===== src/rtl/mem_arbiter_if.sv =====
// Bundle of the IF / LS request ports and the mem_control read/write ports.
// The arbiter uses the slave view; the core/memory side uses the master view.
`ifndef MEM_ACCESS_BYTE
`define MEM_ACCESS_BYTE 2'b00
`endif
`ifndef MEM_ACCESS_HALFWORD
`define MEM_ACCESS_HALFWORD 2'b01
`endif
`ifndef MEM_ACCESS_WORD
`define MEM_ACCESS_WORD 2'b10
`endif

interface mem_arbiter_if;
  logic        if_req_i;
  logic [31:0] if_addr_i;
  logic        if_gnt_o;
  logic        if_rvalid_o;
  logic [31:0] if_rdata_o;
  logic        if_err_o;

  logic        ls_req_i;
  logic        ls_we_i;
  logic [1:0]  ls_acc_i;
  logic        ls_sext_i;
  logic [31:0] ls_addr_i;
  logic [31:0] ls_wdata_i;
  logic        ls_gnt_o;
  logic        ls_rvalid_o;
  logic [31:0] ls_rdata_o;
  logic        ls_wdone_o;
  logic        ls_err_o;

  logic        r_en_o;
  logic        sext_o;
  logic [1:0]  acc_r_o;
  logic [31:0] addr_r_o;
  logic [31:0] data_r_i;

  logic        wr_en_o;
  logic [1:0]  acc_w_o;
  logic [31:0] addr_w_o;
  logic [31:0] data_w_o;
  logic        wr_ready_i;

  modport slave (
    input  if_req_i, if_addr_i,
    output if_gnt_o, if_rvalid_o, if_rdata_o, if_err_o,
    input  ls_req_i, ls_we_i, ls_acc_i, ls_sext_i, ls_addr_i, ls_wdata_i,
    output ls_gnt_o, ls_rvalid_o, ls_rdata_o, ls_wdone_o, ls_err_o,
    output r_en_o, sext_o, acc_r_o, addr_r_o,
    input  data_r_i,
    output wr_en_o, acc_w_o, addr_w_o, data_w_o,
    input  wr_ready_i
  );

  modport master (
    output if_req_i, if_addr_i,
    input  if_gnt_o, if_rvalid_o, if_rdata_o, if_err_o,
    output ls_req_i, ls_we_i, ls_acc_i, ls_sext_i, ls_addr_i, ls_wdata_i,
    input  ls_gnt_o, ls_rvalid_o, ls_rdata_o, ls_wdone_o, ls_err_o,
    input  r_en_o, sext_o, acc_r_o, addr_r_o,
    output data_r_i,
    input  wr_en_o, acc_w_o, addr_w_o, data_w_o,
    output wr_ready_i
  );
endinterface


===== src/rtl/mem_arbiter.sv =====
// Round-robin arbiter sharing mem_control between instruction fetch and load/store,
// one transaction in flight, with the two-cycle read-modify-write store sequence.
`ifndef MEM_ACCESS_BYTE
`define MEM_ACCESS_BYTE 2'b00
`endif
`ifndef MEM_ACCESS_HALFWORD
`define MEM_ACCESS_HALFWORD 2'b01
`endif
`ifndef MEM_ACCESS_WORD
`define MEM_ACCESS_WORD 2'b10
`endif

module mem_arbiter #(
  parameter int unsigned RD_LAT = 1
) (
  input  logic          clk_i,
  input  logic          rstn_i,
  mem_arbiter_if.slave  bus
);

  typedef enum logic [1:0] {IDLE, READ, WR_ISSUE, WR_PEND} state_e;
  typedef enum logic {SRC_IF, SRC_LS} src_e;

  localparam int unsigned     CNT_W    = (RD_LAT > 1) ? $clog2(RD_LAT) : 1;
  localparam logic [CNT_W-1:0] CNT_LAST = CNT_W'(RD_LAT - 1);

  state_e            state_q, state_d;
  src_e              last_grant_q, src_q, winner;

  logic              sext_q;
  logic [1:0]        acc_q;
  logic [31:0]       addr_q;
  logic [1:0]        wacc_q;
  logic [31:0]       waddr_q, wdata_q;
  logic [CNT_W-1:0]  cnt_q;
  logic [31:0]       if_rdata_q, ls_rdata_q;
  logic              if_rvalid_q, ls_rvalid_q, ls_wdone_q, if_err_q, ls_err_q;

  logic              accept, win_ls, misaligned, rd_last;
  logic [1:0]        win_acc;
  logic [31:0]       win_addr;

  // Tie goes to whichever source was not granted last.
  always_comb begin
    win_ls     = bus.ls_req_i && (!bus.if_req_i || (last_grant_q == SRC_IF));
    winner     = win_ls ? SRC_LS : SRC_IF;
    win_acc    = win_ls ? bus.ls_acc_i : `MEM_ACCESS_WORD;
    win_addr   = win_ls ? bus.ls_addr_i : bus.if_addr_i;
    accept     = rstn_i && (state_q == IDLE) && bus.wr_ready_i &&
                 (bus.if_req_i || bus.ls_req_i);
    misaligned = 1'b0;
    case (win_acc)
      `MEM_ACCESS_BYTE:     misaligned = 1'b0;
      `MEM_ACCESS_HALFWORD: misaligned = win_addr[0];
      default:              misaligned = |win_addr[1:0];
    endcase
    rd_last    = (cnt_q == CNT_LAST);
  end

  always_ff @(posedge clk_i or negedge rstn_i) begin
    if (!rstn_i) state_q <= IDLE;
    else         state_q <= state_d;
  end

  always_comb begin
    state_d = state_q;
    case (state_q)
      IDLE: begin
        if (accept && !misaligned)
          state_d = (win_ls && bus.ls_we_i) ? WR_ISSUE : READ;
      end
      READ:     if (rd_last) state_d = IDLE;
      WR_ISSUE: state_d = WR_PEND;
      WR_PEND:  state_d = IDLE;
      default:  state_d = IDLE;
    endcase
  end

  always_comb begin
    bus.if_gnt_o    = accept && !win_ls;
    bus.ls_gnt_o    = accept && win_ls;
    bus.r_en_o      = (state_q == READ);
    bus.wr_en_o     = (state_q == WR_ISSUE);
    bus.addr_r_o    = addr_q;
    bus.acc_r_o     = acc_q;
    bus.sext_o      = sext_q;
    bus.addr_w_o    = waddr_q;
    bus.acc_w_o     = wacc_q;
    bus.data_w_o    = wdata_q;
    bus.if_rdata_o  = if_rdata_q;
    bus.ls_rdata_o  = ls_rdata_q;
    bus.if_rvalid_o = if_rvalid_q;
    bus.ls_rvalid_o = ls_rvalid_q;
    bus.ls_wdone_o  = ls_wdone_q;
    bus.if_err_o    = if_err_q;
    bus.ls_err_o    = ls_err_q;
  end

  // Write-port fields load only on a store grant so they hold across later loads.
  always_ff @(posedge clk_i or negedge rstn_i) begin
    if (!rstn_i) begin
      last_grant_q <= SRC_LS;
      src_q        <= SRC_IF;
      sext_q       <= 1'b0;
      acc_q        <= '0;
      addr_q       <= '0;
      wacc_q       <= '0;
      waddr_q      <= '0;
      wdata_q      <= '0;
      cnt_q        <= '0;
      if_rdata_q   <= '0;
      ls_rdata_q   <= '0;
      if_rvalid_q  <= 1'b0;
      ls_rvalid_q  <= 1'b0;
      ls_wdone_q   <= 1'b0;
      if_err_q     <= 1'b0;
      ls_err_q     <= 1'b0;
    end else begin
      if_rvalid_q <= 1'b0;
      ls_rvalid_q <= 1'b0;
      ls_wdone_q  <= 1'b0;
      if_err_q    <= 1'b0;
      ls_err_q    <= 1'b0;

      if (accept) begin
        last_grant_q <= winner;
        src_q        <= winner;
        acc_q        <= win_acc;
        addr_q       <= win_addr;
        sext_q       <= win_ls && bus.ls_sext_i;
        cnt_q        <= '0;
        if (misaligned) begin
          if (win_ls) ls_err_q <= 1'b1;
          else        if_err_q <= 1'b1;
        end else if (win_ls && bus.ls_we_i) begin
          wacc_q  <= bus.ls_acc_i;
          waddr_q <= bus.ls_addr_i;
          wdata_q <= bus.ls_wdata_i;
        end
      end

      if (state_q == READ) begin
        cnt_q <= cnt_q + 1'b1;
        if (rd_last) begin
          if (src_q == SRC_LS) begin
            ls_rdata_q  <= bus.data_r_i;
            ls_rvalid_q <= 1'b1;
          end else begin
            if_rdata_q  <= bus.data_r_i;
            if_rvalid_q <= 1'b1;
          end
        end
      end

      if (state_q == WR_PEND) ls_wdone_q <= 1'b1;
    end
  end

endmodule


===== src/flat_wrapper.sv =====
// flat-port wrapper written by rule: the top's interface ports become plain ports
module mem_arbiter_flat 
#(
  parameter int unsigned RD_LAT = 1
)
  (clk_i, rstn_i, bus_if_req_i, bus_if_addr_i, bus_if_gnt_o, bus_if_rvalid_o, bus_if_rdata_o, bus_if_err_o, bus_ls_req_i, bus_ls_we_i, bus_ls_acc_i, bus_ls_sext_i, bus_ls_addr_i, bus_ls_wdata_i, bus_ls_gnt_o, bus_ls_rvalid_o, bus_ls_rdata_o, bus_ls_wdone_o, bus_ls_err_o, bus_r_en_o, bus_sext_o, bus_acc_r_o, bus_addr_r_o, bus_data_r_i, bus_wr_en_o, bus_acc_w_o, bus_addr_w_o, bus_data_w_o, bus_wr_ready_i);
  mem_arbiter_if bus_i ();
  input  logic clk_i;
  input  logic rstn_i;
  input wire logic [$bits(bus_i.if_req_i)-1:0] bus_if_req_i;
  input wire logic [$bits(bus_i.if_addr_i)-1:0] bus_if_addr_i;
  output wire logic [$bits(bus_i.if_gnt_o)-1:0] bus_if_gnt_o;
  output wire logic [$bits(bus_i.if_rvalid_o)-1:0] bus_if_rvalid_o;
  output wire logic [$bits(bus_i.if_rdata_o)-1:0] bus_if_rdata_o;
  output wire logic [$bits(bus_i.if_err_o)-1:0] bus_if_err_o;
  input wire logic [$bits(bus_i.ls_req_i)-1:0] bus_ls_req_i;
  input wire logic [$bits(bus_i.ls_we_i)-1:0] bus_ls_we_i;
  input wire logic [$bits(bus_i.ls_acc_i)-1:0] bus_ls_acc_i;
  input wire logic [$bits(bus_i.ls_sext_i)-1:0] bus_ls_sext_i;
  input wire logic [$bits(bus_i.ls_addr_i)-1:0] bus_ls_addr_i;
  input wire logic [$bits(bus_i.ls_wdata_i)-1:0] bus_ls_wdata_i;
  output wire logic [$bits(bus_i.ls_gnt_o)-1:0] bus_ls_gnt_o;
  output wire logic [$bits(bus_i.ls_rvalid_o)-1:0] bus_ls_rvalid_o;
  output wire logic [$bits(bus_i.ls_rdata_o)-1:0] bus_ls_rdata_o;
  output wire logic [$bits(bus_i.ls_wdone_o)-1:0] bus_ls_wdone_o;
  output wire logic [$bits(bus_i.ls_err_o)-1:0] bus_ls_err_o;
  output wire logic [$bits(bus_i.r_en_o)-1:0] bus_r_en_o;
  output wire logic [$bits(bus_i.sext_o)-1:0] bus_sext_o;
  output wire logic [$bits(bus_i.acc_r_o)-1:0] bus_acc_r_o;
  output wire logic [$bits(bus_i.addr_r_o)-1:0] bus_addr_r_o;
  input wire logic [$bits(bus_i.data_r_i)-1:0] bus_data_r_i;
  output wire logic [$bits(bus_i.wr_en_o)-1:0] bus_wr_en_o;
  output wire logic [$bits(bus_i.acc_w_o)-1:0] bus_acc_w_o;
  output wire logic [$bits(bus_i.addr_w_o)-1:0] bus_addr_w_o;
  output wire logic [$bits(bus_i.data_w_o)-1:0] bus_data_w_o;
  input wire logic [$bits(bus_i.wr_ready_i)-1:0] bus_wr_ready_i;
  assign bus_i.if_req_i = bus_if_req_i;
  assign bus_i.if_addr_i = bus_if_addr_i;
  assign bus_if_gnt_o = bus_i.if_gnt_o;
  assign bus_if_rvalid_o = bus_i.if_rvalid_o;
  assign bus_if_rdata_o = bus_i.if_rdata_o;
  assign bus_if_err_o = bus_i.if_err_o;
  assign bus_i.ls_req_i = bus_ls_req_i;
  assign bus_i.ls_we_i = bus_ls_we_i;
  assign bus_i.ls_acc_i = bus_ls_acc_i;
  assign bus_i.ls_sext_i = bus_ls_sext_i;
  assign bus_i.ls_addr_i = bus_ls_addr_i;
  assign bus_i.ls_wdata_i = bus_ls_wdata_i;
  assign bus_ls_gnt_o = bus_i.ls_gnt_o;
  assign bus_ls_rvalid_o = bus_i.ls_rvalid_o;
  assign bus_ls_rdata_o = bus_i.ls_rdata_o;
  assign bus_ls_wdone_o = bus_i.ls_wdone_o;
  assign bus_ls_err_o = bus_i.ls_err_o;
  assign bus_r_en_o = bus_i.r_en_o;
  assign bus_sext_o = bus_i.sext_o;
  assign bus_acc_r_o = bus_i.acc_r_o;
  assign bus_addr_r_o = bus_i.addr_r_o;
  assign bus_i.data_r_i = bus_data_r_i;
  assign bus_wr_en_o = bus_i.wr_en_o;
  assign bus_acc_w_o = bus_i.acc_w_o;
  assign bus_addr_w_o = bus_i.addr_w_o;
  assign bus_data_w_o = bus_i.data_w_o;
  assign bus_i.wr_ready_i = bus_wr_ready_i;
  mem_arbiter #(.RD_LAT(RD_LAT)) u_core (.clk_i(clk_i), .rstn_i(rstn_i), .bus(bus_i));
endmodule

===== config.mk =====
export PLATFORM = sky130hd
export DESIGN_NAME = mem_arbiter_flat
export DESIGN_NICKNAME = d
export VERILOG_FILES = /design/src/rtl/mem_arbiter_if.sv /design/src/rtl/mem_arbiter.sv /design/src/flat_wrapper.sv
export SDC_FILE = /design/constraint.sdc
export NUM_CORES = 1
export LEC_CHECK = 0
export CAP_MARGIN = 10
export CORE_MARGIN = 2
export CORE_UTILIZATION = 38
export DETAILED_ROUTE_END_ITERATION = 8
export PLACE_DENSITY = 0.86
export SLEW_MARGIN = 20
export SYNTH_ARGS = -nofsm -noshare
export SYNTH_HDL_FRONTEND = slang
export SYNTH_SLANG_ARGS = --single-unit

===== constraint.sdc =====
create_clock -name clk_i -period 1.9 [get_ports clk_i]
set_clock_uncertainty 0.2 [all_clocks]
set_input_delay 0.285 -clock clk_i [delete_from_list [all_inputs] [get_ports clk_i]]
set_output_delay 0.285 -clock clk_i [all_outputs]
set_load 0.01 [all_outputs]

==> results_dict.tcl <==
set metrics [dict create \
    dpl_cell_area_um2 10730 \
    synth_common_cells "174 x dfrtp_1, 166 x mux2_2, 29 x mux2_4, 13 x buf_2" \
    wirelength_um 20230 \
    drive_above_1_share_pct 36.63 \
    cts_made_buffers 17 \
    synth_top_area_share_pct 61.57 \
    rsz0062_at_grt "yes" \
    core_um2 18090 \
    status "finished with violations" \
    fp-row-count 49 \
    dp_slack_ns -0.5840 \
    synth-xor-area-share_pct 0.1238 \
    cts_buffer_depth 2 \
    synth_compound_area_share_pct 1.380 \
    whs_ns 0.2350 \
    worstPathRequired_ns 2.01 \
    vias_per_cell 4.772 \
    yosys-top-cells-area "dfrtp_1 62%, mux2_2 26%, mux2_4 6.2%" \
    io_pins 311 \
    clock-root-buffer "clkbuf_16" \
    cp-endpoint "u_core.bus.data_w_o[29]" \
    tightest_slew_ns 0.9514 \
    overflow 0 \
    port_buffers 310 \
    fin_crit_ns 2.084 \
    clkTransAtPathRegs_ns 0.07 \
    worstPathArrival_ns 2.19 \
    finalMaxSlewViolations 0 \
    die_x_um 140.4 \
    synth_cells 430 \
    synth-seq-cells 175 \
    fillCellCount 1331 \
    synth_most_common_cell "dfrtp_1" \
    r2r-end "u_core.bus.data_w_o[29]" \
    startpoint "u_core.state_q[0]" \
    critPathMaxFanout 10 \
    grt_pass1_wl_um 30110 \
    initial_utilization_pct 39.10 \
    max_slew_margin_pct 36.57 \
    r2r-start "u_core.state_q[0]" \
    firstDrtPassIters 4 \
    post-dp-hpwl_um 13660 \
    min_from "bus_ls_sext_i" \
    pwr_density_cell_nw_per_um2 1520 \
    antenna_found_initial 0 \
    synth.avg_cell_area_um2 16.45 \
    hold_class "in2reg" \
    leakagePower_nw 5.131 \
    track_usage_pct 19.64 \
    period_share_pct 109.7 \
    design_area_um2 11740 \
    die_h_um 140.4 \
    critPathKind "reg2reg" \
    post_drt_wl_per_cell_um 19.51 \
    max_freq_mhz 479.8 \
    grt_max_degree 74 \
    synth.cell_area_um2 7072 \
    reg2reg_slack_ns -0.18 \
    cts_tree "built" \
    peakVddDrop_uv 826.4 \
    yosys.cell_types.count 33 \
    synth-simple-area-share_pct 1.486 \
    drc_errors 0 \
    synth-edff-count 0 \
    synth_top_family_by_area "multiplexers" \
    setup_viol_count_final 163 \
    drt_iter0_drc 152 \
    yosysTopAreaCell "dfrtp_1" \
    ys.flop_type "dfrtp_1" \
    h-tree-depth 4 \
    num_vias 4949 \
    grt_pass1_vias 5422 \
    worst-r2r-cell-count 7 \
    crit_path_end_kind "register" \
    violations "negative setup slack" \
    syn-num-nets 567 \
    maxCapViolCount 0 \
    diodes 0 \
    yosysSeqAreaShare_pct 61.94 \
    clock_sinks 175 \
    ys_warn_count 0 \
    area_delta_synth_final_pct 65.96 \
    async_reset_ff_share_pct 100.0 \
    synthMuxAreaShare_pct 32.87 \
    nets 932 \
    die_area_um2 19720 \
    synth_fa_ha_area_share_pct 0 \
    final-hold-violation-count 0 \
    fin_ws_ns -0.1844 \
    clk_latency_ns 0.42 \
    cp-start-kind "register" \
    gp_congestion 0.7699 \
    ant_nets 0 \
]
[per-stage QoR]
step | TNS, ns | instances | power [mW] | utilization (%)
after global routing | -36.61 | 1037 | 18.69 | 64.89
final | -20.62 | 1037 | 17.84 | 64.89
after CTS | -17.74 | 1025 | 17.76 | 63.63
after detailed placement | -56.63 | 984 | 14.00 | 59.35
after floorplan | -2.212 | 430 | 9.388 | -
after global placement | -51.74 | 984 | 13.77 | 59.35
[cell usage in the layout, fill, tap and decap left out, types with 2 or more instances in the layout]
cell,count
and2_1,2
mux2_2,156
nor2_1,4
a21oi_1,4
bufinv_16,2
dfrtp_1,174
clkbuf_1,3
mux2i_1,2
nand2b_1,2
buf_6,10
nand2_1,2
clkinv_2,2
buf_4,31
clkbuf_16,23
mux2_4,39
clkinvlp_4,2
clkdlybuf4s50_1,304
buf_8,3
inv_6,4
buf_12,9
inv_1,4
[power by group]
part | internal, mW | switching (mW) | total, mW
logic | 5.17 | 2.74 | 7.91
registers | 5.47 | 0.964 | 6.43
clock network | 1.99 | 1.51 | 3.49
total | 12.6 | 5.21 | 17.8
[layout make-up]
class                           count  area [um^2]  area share, %
Inverter                            4        15.01         0.1279
Tap cell                          229        286.5          2.441
Sequential cell                   175         4380          37.32
Clock inverter                     11        128.9          1.098
Clock buffer                       21        450.4          3.838
Timing Repair Buffer              369         3856          32.86
Multi-Input combinational cell    228         2619          22.31
[cells by family after synthesis]
kind of cell,count (synthesis)
muxes,197
DFF,175
buffers and inverters,27
AOI/OAI and AO/OA,13
and+or+nand+nor,17
xor gates and xnor gates,1
[repair_timing]
item | CTS | global route
hold endpoints to repair | 33 | 0
hold buffers | 2 | 0
pin swaps | 2 | 0
gates resized for setup | 39 | 10
cloned | 3 | 8
endpoints found under the setup margin | 169 | 171
setup buffers | 4 | 5
[worst max-delay path, stage by stage, from the launching register on]
cell and delay [ns]:
dfrtp_1 0.39, nor4bb_2 0.30, buf_4 0.17, buf_4 0.15
o2111ai_4 0.13, buf_12 0.19, buf_12 0.15, mux2_4 0.30
[layer usage]
layer  vias to the layer above  part of all wire [%]  track usage (%)  wire length [um]
met4                         0                   1.7            6.114               348
met3                        24                   7.1            7.179              1443
met5                         -                     0                0                 0
met1                      2455                    40            23.20              8117
li1                       2269                     -                -                 -
met2                       201                    51            33.51             10320
[sequential cells by signal, summed over array words and instances (netlist names), 2 cells and up]
name / count
u_core.state_q: 2
u_core.bus.addr_w_o: 32
u_core.bus.acc_w_o: 2
u_core.bus.ls_rdata_o: 32
u_core.bus.data_w_o: 32
u_core.bus.acc_r_o: 2
u_core.bus.if_rdata_o: 32
u_core.bus.addr_r_o: 32
[how the worst min path moves through the flow]
stage | cells past startpoint | slack, ns | endpoint
4_1_cts | 3 | 0.20 | u_core.bus.sext_o
3_3_place_gp | 2 | 0.15 | u_core.bus.addr_w_o[24]
3_5_place_dp | 2 | 0.16 | u_core.bus.addr_w_o[25]
2_1_floorplan | 0 | -0.21 | u_core.bus.acc_r_o[0]
6_report | 3 | 0.24 | u_core.bus.sext_o
5_1_grt | 3 | 0.22 | u_core.bus.sext_o
(Power assumes the default switching activity.)
